$ cat config.mk
export PLATFORM = sky130hd
export DESIGN_NAME = pc_stack_ctrl
export DESIGN_NICKNAME = d
export VERILOG_FILES = /design/src/rtl/pc_stack_pkg.sv /design/src/rtl/pc_stack_ctrl_ret_stack.sv /design/src/rtl/pc_stack_ctrl.sv
export SDC_FILE = /design/constraint.sdc
export NUM_CORES = 1
export LEC_CHECK = 0
export CAP_MARGIN = 5
export CORE_ASPECT_RATIO = 0.9
export CORE_MARGIN = 10
export CORE_UTILIZATION = 30
export CTS_BUF_LIST = sky130_fd_sc_hd__clkbuf_16
export DETAILED_ROUTE_END_ITERATION = 6
export PLACE_DENSITY_LB_ADDON = 0.08
export SETUP_SLACK_MARGIN = 0.15
export SLEW_MARGIN = 0
export SYNTH_ARGS = -nofsm -noshare
export SYNTH_HDL_FRONTEND = slang
export SYNTH_SLANG_ARGS = --single-unit
$ cat constraint.sdc
create_clock -name clk -period 5.5 [get_ports clk]
set_clock_uncertainty 0.15 [all_clocks]
set_input_delay 1.65 -clock clk [delete_from_list [all_inputs] [get_ports clk]]
set_output_delay 1.65 -clock clk [all_outputs]
set_load 0.01 [all_outputs]
$ cat src/rtl/pc_stack_pkg.sv
// Shared types and constants for the PC sequencer / return-address stack.
// Optional STACK_GUARD_EN enables overflow/underflow fault detection.
package pc_stack_pkg;

    typedef enum logic [1:0] {
        ST_BOOT  = 2'd0,
        ST_RUN   = 2'd1,
        ST_FAULT = 2'd2
    } state_t;

    localparam logic [1:0] FLT_NONE    = 2'b00;
    localparam logic [1:0] FLT_OVF     = 2'b01;
    localparam logic [1:0] FLT_UDF     = 2'b10;
    localparam logic [1:0] FLT_PUSHPOP = 2'b11;

    // Stack pointer needs one extra bit so a full stack (sp == SDEPTH) is representable.
    function automatic int calc_spw(input int sdepth);
        return $clog2(sdepth) + 1;
    endfunction

endpackage

$ cat src/rtl/pc_stack_ctrl_ret_stack.sv
// Return-address storage: SDEPTH x MINSTW registers, synchronous write,
// asynchronous read so a RETURN can load the PC in the same cycle.
module ret_stack #(
    parameter int MINSTW = 8,
    parameter int SDEPTH = 16,
    parameter int IW     = $clog2(SDEPTH)
) (
    input  logic              clk,
    input  logic              we,
    input  logic [IW-1:0]     waddr,
    input  logic [MINSTW-1:0] wdata,
    input  logic [IW-1:0]     raddr,
    output logic [MINSTW-1:0] rdata
);

    logic [MINSTW-1:0] r_mem [SDEPTH];

    always_ff @(posedge clk) begin
        if (we) begin
            r_mem[waddr] <= wdata;
        end
    end

    assign rdata = r_mem[raddr];

endmodule

$ cat src/rtl/pc_stack_ctrl.sv
// PC sequencer with return-address stack: increment, jump, CALL, RETURN.
// Define STACK_GUARD_EN to trap stack overflow/underflow and push&pop into FAULT.
module pc_stack_ctrl
    import pc_stack_pkg::*;
#(
    parameter  int MINSTW = 8,
    parameter  int SDEPTH = 16,
    localparam int SPW    = calc_spw(SDEPTH)
) (
    input  logic              clk,
    input  logic              rst,
    input  logic              en,
    input  logic [MINSTW-1:0] instr_addr,
    input  logic              pc_load,
    input  logic              isp_push,
    input  logic              isp_pop,
    output logic [MINSTW-1:0] addr,
    output logic [SPW-1:0]    sp,
    output logic              running,
    output logic              fault,
    output logic [1:0]        fault_code
);

    localparam int IW = SPW - 1;
`ifdef STACK_GUARD_EN
    localparam bit GUARD = 1'b1;
`else
    localparam bit GUARD = 1'b0;
`endif

    state_t            r_state, w_state_next;
    logic [MINSTW-1:0] r_addr, w_addr_next;
    logic [SPW-1:0]    r_sp, w_sp_next;
    logic [1:0]        r_fault_code, w_fault_code_next;
    logic              w_we;
    logic [IW-1:0]     w_waddr, w_raddr;
    logic [MINSTW-1:0] w_wdata, w_rdata;
    logic [MINSTW-1:0] w_addr_inc;

    assign w_addr_inc = r_addr + MINSTW'(1);
    assign w_waddr    = r_sp[IW-1:0];
    assign w_raddr    = r_sp[IW-1:0] - IW'(1);
    assign w_wdata    = w_addr_inc;

    ret_stack #(
        .MINSTW (MINSTW),
        .SDEPTH (SDEPTH),
        .IW     (IW)
    ) u_ret_stack (
        .clk   (clk),
        .we    (w_we),
        .waddr (w_waddr),
        .wdata (w_wdata),
        .raddr (w_raddr),
        .rdata (w_rdata)
    );

    always_ff @(posedge clk or negedge rst) begin
        if (!rst) begin
            r_state      <= ST_BOOT;
            r_addr       <= '0;
            r_sp         <= '0;
            r_fault_code <= FLT_NONE;
        end else begin
            r_state      <= w_state_next;
            r_addr       <= w_addr_next;
            r_sp         <= w_sp_next;
            r_fault_code <= w_fault_code_next;
        end
    end

    always_comb begin
        w_state_next      = r_state;
        w_addr_next       = r_addr;
        w_sp_next         = r_sp;
        w_fault_code_next = r_fault_code;
        w_we              = 1'b0;

        if (en) begin
            case (r_state)
                ST_BOOT: w_state_next = ST_RUN;
                ST_RUN: begin
                    if (isp_push && isp_pop) begin
                        if (GUARD) begin
                            w_state_next      = ST_FAULT;
                            w_fault_code_next = FLT_PUSHPOP;
                        end else begin
                            w_addr_next = w_addr_inc;
                        end
                    end else if (isp_pop) begin
                        if (GUARD && r_sp == '0) begin
                            w_state_next      = ST_FAULT;
                            w_fault_code_next = FLT_UDF;
                        end else begin
                            w_addr_next = w_rdata;
                            w_sp_next   = r_sp - SPW'(1);
                        end
                    end else if (isp_push) begin
                        if (GUARD && r_sp == SPW'(SDEPTH)) begin
                            w_state_next      = ST_FAULT;
                            w_fault_code_next = FLT_OVF;
                        end else begin
                            w_we        = 1'b1;
                            w_sp_next   = r_sp + SPW'(1);
                            w_addr_next = pc_load ? instr_addr : w_addr_inc;
                        end
                    end else if (pc_load) begin
                        w_addr_next = instr_addr;
                    end else begin
                        w_addr_next = w_addr_inc;
                    end
                end
                default: ;
            endcase
        end

        // Unguarded stack is circular: pointer wraps modulo SDEPTH.
        if (!GUARD) begin
            w_sp_next[SPW-1] = 1'b0;
        end
    end

    assign addr       = r_addr;
    assign sp         = r_sp;
    assign running    = (r_state == ST_RUN);
    assign fault      = GUARD && (r_state == ST_FAULT);
    assign fault_code = GUARD ? r_fault_code : FLT_NONE;

endmodule

-- After elaboration in Yosys (flattened, before gate mapping)
Memory sizes are Yosys's and may differ from the RTL's.
Index checks and enable logic that the tools add are counted.
- register bits after elaboration: 13
- memory bits (writable): 128
- bits of input ports: 14
- output and inout bits: 17
- logic and storage cells: 27
- memories kept: 1
- memory list (name ; words ; width ; rd ports ; clocked after Yosys merged registers in ; wr ports ; line ; RTL):
    u_ret_stack.r_mem ; 16 ; 8 ; 1 ; 0 ; 1 ; pc_stack_ctrl_ret_stack.sv:16 ; logic [MINSTW-1:0] r_mem [SDEPTH];
- $add $sub $neg: 4
- muxes and demuxes: 12
- bitwise gates (word level): 1
- reductions and logical operators: 6
- operators with widths (cell ; number):
    $mux 8 ; 3
    $add 8x1->8 const B ; 1
    $mux 4 ; 2
    $sub 4x1->4 const B ; 2
    $mux 1 ; 7
    $add 4x1->4 const B ; 1
    $reduce_and 2->1 ; 2
    $reduce_and 4->1 ; 1
    $logic_not 2->1 ; 1
    $reduce_bool 2->1 ; 1
    $logic_and 1x1->1 ; 1
    $not 1->1 ; 1

-- Logic depth before layout (Yosys ltp)
Gate-level depths: netlist of run 1.
- depth in word-level cells: 7
- depth in mapped cells: 13
- depth with buffers taken out: 7

-- Hierarchy
From an unflattened synthesis of run 1, not the netlist that was laid out.
- cells, all modules: 340
- area, all modules: 6023.3 um^2
- by module, submodules not included (module ; times used ; cells an instance ; area each (um^2)):
    ret_stack ; 1 ; 221 ; 4987.3
    pc_stack_ctrl ; 1 ; 119 ; 1036.0

-- Worst setup path after synthesis of run 1
OpenSTA, ideal clock, no wires.
- path kind: input -> register
- start: input port isp_pop
- end: memory u_ret_stack.r_mem[0][0] (enable)
- setup time: 0.383 ns
- data arrival time: 2.940 ns
- setup slack: 2.027 ns
- stages: 5
- path buffers: 1
- path through: clkbuf_1 -> inv_1 -> ha_1 -> nand3_1 -> nor3_1
- cells in the longest elaborated chain, start to end: 6
- RTL lines (element ; line ; RTL):
    from (decl) ; pc_stack_ctrl.sv:16 ; input logic isp_pop,
    $mux 1 or $logic_and 1x1->1 (tied branches) ; pc_stack_ctrl.sv:90, pc_stack_ctrl.sv:83 ;
    $mux 1 (*) ; pc_stack_ctrl.sv:83 ; if (isp_push && isp_pop) begin
    $mux 1 (*) ; pc_stack_ctrl.sv:80 ; case (r_state)
    $mux 1 (*) ; pc_stack_ctrl.sv:79 ; if (en) begin
    $mux 1 (*) ; pc_stack_ctrl_ret_stack.sv:19 ; if (we) begin
    $mux 1 (implied by the code) (*) ; pc_stack_ctrl_ret_stack.sv:20 ; r_mem[waddr] <= wdata;
    to (decl) ; pc_stack_ctrl_ret_stack.sv:16 ;
Mark *: on every way between the ends. The rest lies on a longest branch, timed or not.

-- Final worst setup path of run 1
- start: input port isp_pop
- end: memory u_ret_stack.r_mem[10][5] (enable)
The elaborated chain is that of the path after synthesis.

==> flow_summary.json, run 1 <==
{
  "outcome": "finished, final reports clean",
  "h-tree-depth": 4,
  "tightest_slew_ns": 1.06,
  "grt_pass1_wl_um": 22500,
  "detail_route.wl_per_cell_um": 23.5,
  "dr.pass1.iters": 4,
  "rsz0062_at_grt": "false",
  "power_density_nw_per_um2": 602,
  "dieArea_sq_um": 26000,
  "hold_class": "reg2reg",
  "ir_drop_mv": 0.190,
  "port_buffers": 26,
  "io-pin-count": 31,
  "cp.arrival_ns": 3.51,
  "synth-seq-area-share_pct": 69.5,
  "drv_cap": 0,
  "gp_congestion": 0.721,
  "dpl_cell_area_sq_um": 6570,
  "synthArstFlopShare_pct": 9.22,
  "end_kind": "flip-flop",
  "ys_ff_latch": 141,
  "grt_usage_pct": 11.8,
  "core-area_sq_um": 19400,
  "drive_gt1_share_pct": 20.7,
  "numCtsBuffers": 17,
  "cp.buffers_inverters": 3,
  "fp.dieH_um": 154,
  "final_cell_mix": "edfxtp_1, mux4_2, clkdlybuf4s50_1",
  "tritoncts": "yes",
  "finalNetCount": 396,
  "layout_setup_ws_ns": 1.89,
  "cp.required_ns": 5.40,
  "synth_area_per_cell_sq_um": 17.8,
  "r2r_start": "sp[0]",
  "timing.final.crit_share_pct": 65.6,
  "grt_max_degree": 29,
  "power.total_mw": 4.33,
  "crit_start": "isp_pop",
  "clk_pin_slew_worst_paths_ns": 0.07,
  "syn-cell-area_sq_um": 5990,
  "dp_hpwl_um": 9800,
  "yosysWarnings": 0,
  "cts_root_buf": "clkbuf_16",
  "slew_headroom_pct": 29.0,
  "critPathMaxStageDelay_ns": 0.62,
  "clk_latency_ns": 0.43,
  "worstPathMaxFanout": 19,
  "cp_slowest_cell": "nor2_1",
  "startpoint_type": "input pin",
  "postRouteAntennaNets": 0,
  "diodes": 0,
  "synth_ff_type": "edfxtp_1",
  "syn_inst": 337,
  "post-cts-setup-buffer-count": 0,
  "power.leakage_nw": 2.42,
  "area_growth_pct": 20.0,
  "start_util_pct": 30.9,
  "clk_path_buf_depth": 2,
  "via_per_inst": 4.97,
  "hold_start": "r_state[0]",
  "die_w_um": 169,
  "postLayoutCellArea_sq_um": 7190,
  "drtIter0Drc": 213,
  "worstSetupPathType": "in2reg",
  "clkSinkCount": 141,
  "dp_worst_setup_slack_ns": 1.40,
  "final_max_slew_viol_count": 0,
  "via_count": 3169,
  "antenna_found_initial": 0,
  "setup_violations": 0,
  "crit_family": "simple AND/OR/NAND/NOR gates",
  "max_freq_mhz": 277,
  "synth_edf_count": 128,
  "overflow": 0,
  "cts_resized": 0,
  "period_minus_slack_ns": 3.61,
  "hold_viol": 0,
  "layout_commonest_cell": "edfxtp_1",
  "path_cells": "clkdlybuf4s50_1 -> buf_4 -> inv_1 -> ha_1 -> nand3_1 -> nor2_1",
  "setup_tns_ns": 0,
  "grt_pass1_vias": 3309,
  "drc": 0,
  "rows": 48,
  "synth.distinct_cells": 43,
  "routed_wirelength_um": 15000,
  "cts_hold_buf": 0
}
==> registers in the layout, indices dropped and copies added (netlist names) <==
name / flops
u_ret_stack.r_mem: 128
sp: 4
r_state: 1
addr: 8
==> final cells by class <==
class	instances	area (sq um)
tap	250	313
clock buffer	17	425
inverter	5	18.8
sequential	141	4170
timing repair buffer	38	350
fill	1794	12200
clock inverter	14	191
multi-input combinational	172	1720
==> stage by stage <==
| step | hold slack, ns | std cells | util (%) |
|---|---|---|---|
| detailed placement | 0.390 | 606 | 33.9 |
| CTS | 0.407 | 637 | 37.1 |
| floorplan | 0.407 | 340 | - |
| finish | 0.411 | 637 | 37.1 |
| global placement | 0.383 | 606 | 33.9 |
| global route | 0.448 | 637 | 37.1 |
==> synth_stat cells, drive strengths merged (2+ instances only) <==
cell	number	area, sq um
mux2	3	33.8
mux2i	21	210
xnor2	8	70.1
nand3	13	65.1
buf	13	85.1
o31ai	2	15.0
nor2	19	71.3
nor2b	2	12.5
xor2	4	42.6
a22oi	2	15.0
a211oi	2	15.0
mux4	32	728
ha	7	87.6
nand2b	3	18.8
nor3	6	30.0
edfxtp	128	3840
dfrtp	13	325
inv	5	18.8
clkbuf	9	33.8
nand2	9	33.8
and3	5	31.3
o21ai	4	20.0
a31oi	4	25.0
a21oi	6	30.0
o211ai	4	30.0
==> power by group <==
part / internal (mW) / switching (mW)
logic: 0.659 / 0.917
clock network: 0.757 / 0.448
registers: 1.42 / 0.120
total: 2.84 / 1.48
==> worst paths after layout <==
path / endpoint / cells past startpoint / slack (ns)
max in group asynchronous: sp[0] / 1 / 3.26
max reg2reg: addr[5] / 8 / 1.96
min: r_state[0] / 1 / 0.41
min reg2reg: r_state[0] / 1 / 0.41
min in group asynchronous: sp[0] / 1 / 1.48
max: u_ret_stack.r_mem[10][5] / 6 / 1.89
==> cell families (layout without fill, tap and decap cells) <==
logic type	Yosys count	in the layout	synth area share, %
flip-flops	141	141	69.5
multiplexers	56	56	16.2
AND/OR/NAND/NOR	62	62	4.97
AO/OA/AOI/OAI	31	31	3.57
adder cells (fa/ha/maj)	7	7	1.46
XOR/XNOR	12	12	1.88
buffers and inverters	27	74	2.30
other	1	4	0.0626
==> per-layer routing <==
metal | vias up | global-route usage [%] | wire length, um
met5 | - | 0 | 0
met4 | 0 | 4.44 | 238
met3 | 19 | 3.26 | 954
met2 | 92 | 16.4 | 6430
met1 | 1642 | 17.0 | 7370
li1 | 1416 | - | -
No activity file was read; power rests on OpenSTA's default activity.
==> inputs of run 2 (changes only) <==
==> constraint.sdc (replaced) <==
create_clock -name clk -period 3.35 [get_ports clk]
set_clock_uncertainty 0.15 [all_clocks]
set_input_delay 1.005 -clock clk [delete_from_list [all_inputs] [get_ports clk]]
set_output_delay 1.005 -clock clk [all_outputs]
set_load 0.01 [all_outputs]
==> run 2 against run 1 <==
Hold slack got worse by 0.026 ns; final cell count rose by 3.6%; critical path depth fell by 5; flip-flop and latch count did not move.
==> flow_summary.json, run 2 (same netlist as run 1, synthesis figures left out) <==
{
  "outcome": "finished, final reports clean",
  "dr.pass1.iters": 4,
  "max_freq_mhz": 346,
  "cp_slowest_cell": "dfrtp_1",
  "drc": 0,
  "drive_gt1_share_pct": 24.1,
  "diodes": 0,
  "r2r-end": "addr[5]",
  "multi_input_area_sq_um": 1700,
  "r2r_start": "sp[1]",
  "via_per_inst": 4.87,
  "rsz0062_at_grt": "false",
  "register_area_sq_um": 4170,
  "cts_hold_buf": 0,
  "path_cells": "clkdlybuf4s50_1",
  "dpl_cell_area_sq_um": 6760,
  "hold_class": "reg2reg",
  "tightest_slew_ns": 0.682,
  "cts_resized": 0,
  "grt_pass1_wl_um": 22400,
  "setup_tns_ns": 0,
  "cp.buffers_inverters": 1,
  "die_w_um": 169,
  "fin_util_pct": 37.7,
  "drtIter0Drc": 193,
  "critical_path_depth": 1,
  "postRouteAntennaNets": 0,
  "layout_setup_ws_ns": 0.463,
  "dp_worst_setup_slack_ns": 0.390,
  "grt_usage_pct": 11.8,
  "core-area_sq_um": 19400,
  "ir_drop_mv": 0.364,
  "overflow": 0,
  "hold_viol": 0,
  "timing.final.crit_share_pct": 86.2,
  "power.total_mw": 7.03,
  "postLayoutCellArea_sq_um": 7310,
  "reg2reg_depth": 8,
  "via_count": 3213,
  "finalNonFillerCells": 660,
  "cp.required_ns": 2.19,
  "power.leakage_nw": 2.51,
  "dieArea_sq_um": 26000,
  "dp_hpwl_um": 9900,
  "setup_violations": 0,
  "numCtsBuffers": 17,
  "h-tree-depth": 4,
  "antenna_found_initial": 0,
  "post-cts-setup-buffer-count": 0,
  "clk_path_buf_depth": 2,
  "fillCellCount": 1813,
  "hold_depth": 1,
  "crit_family": "flip-flops",
  "io-pin-count": 31,
  "cts_root_buf": "clkbuf_16",
  "fp.dieH_um": 154,
  "gp_congestion": 0.741,
  "clkSinkCount": 141,
  "hold_start": "r_state[0]",
  "end_kind": "primary output",
  "layout_commonest_cell": "edfxtp_1",
  "largest_reg_flops": 128,
  "cp.arrival_ns": 1.73,
  "clk_latency_ns": 0.42,
  "largest-register": "u_ret_stack.r_mem",
  "rows": 48,
  "r2r_slack_ns": 0.58,
  "hold_path_end": "r_state[0]",
  "area_growth_pct": 22.0,
  "final_max_slew_viol_count": 0,
  "port_buffers": 26,
  "grt_pass1_vias": 3350,
  "clk_pin_slew_worst_paths_ns": 0.06,
  "finalNetCount": 420,
  "routed_wirelength_um": 14900,
  "tritoncts": "yes",
  "final_cell_mix": "edfxtp_1, buf_4, mux4_2",
  "slew_headroom_pct": 54.4,
  "start_util_pct": 30.9,
  "power_density_nw_per_um2": 961,
  "worstPathMaxFanout": 12,
  "critPathMaxStageDelay_ns": 0.67,
  "grt_max_degree": 38,
  "drv_cap": 0,
  "startpoint_type": "flip-flop",
  "detail_route.wl_per_cell_um": 22.6,
  "worstSetupPathType": "reg2out",
  "fin_hold_ws_ns": 0.385,
  "period_minus_slack_ns": 2.89,
  "numPlacedInstances": 630
}
[run 2: worst max-delay path by stage]
stage	start	endpoint	slack, ns
final	sp[2]	sp[2]	0.46
after detailed placement	isp_pop	u_ret_stack.r_mem[11][3]	0.39
after global placement	isp_pop	u_ret_stack.r_mem[11][3]	0.39
after floorplan	sp[0]	addr[0]	0.31
after global routing	sp[0]	sp[0]	0.37
after CTS	sp[0]	sp[0]	0.41
[run 2: layer usage]
layer,GRT usage [%],wire length [um],up-vias
met5,0,0,-
met4,3.20,82,0
li1,-,-,1459
met3,3.34,650,7
met1,16.7,7440,1681
met2,17.1,6730,66
[run 2: layout make-up]
class	instances	area share, %
Clock inverter	13	1.76
Tap cell	250	4.28
Multi-Input combinational cell	172	23.2
Inverter	5	0.257
Clock buffer	17	5.82
Timing Repair Buffer	62	7.60
Sequential cell	141	57.0
[run 2: power breakdown]
part	internal (mW)	switching, mW	total (mW)
logic	1.20	1.55	2.75
registers	2.33	0.158	2.49
clock network	1.08	0.705	1.78
total	4.61	2.41	7.03
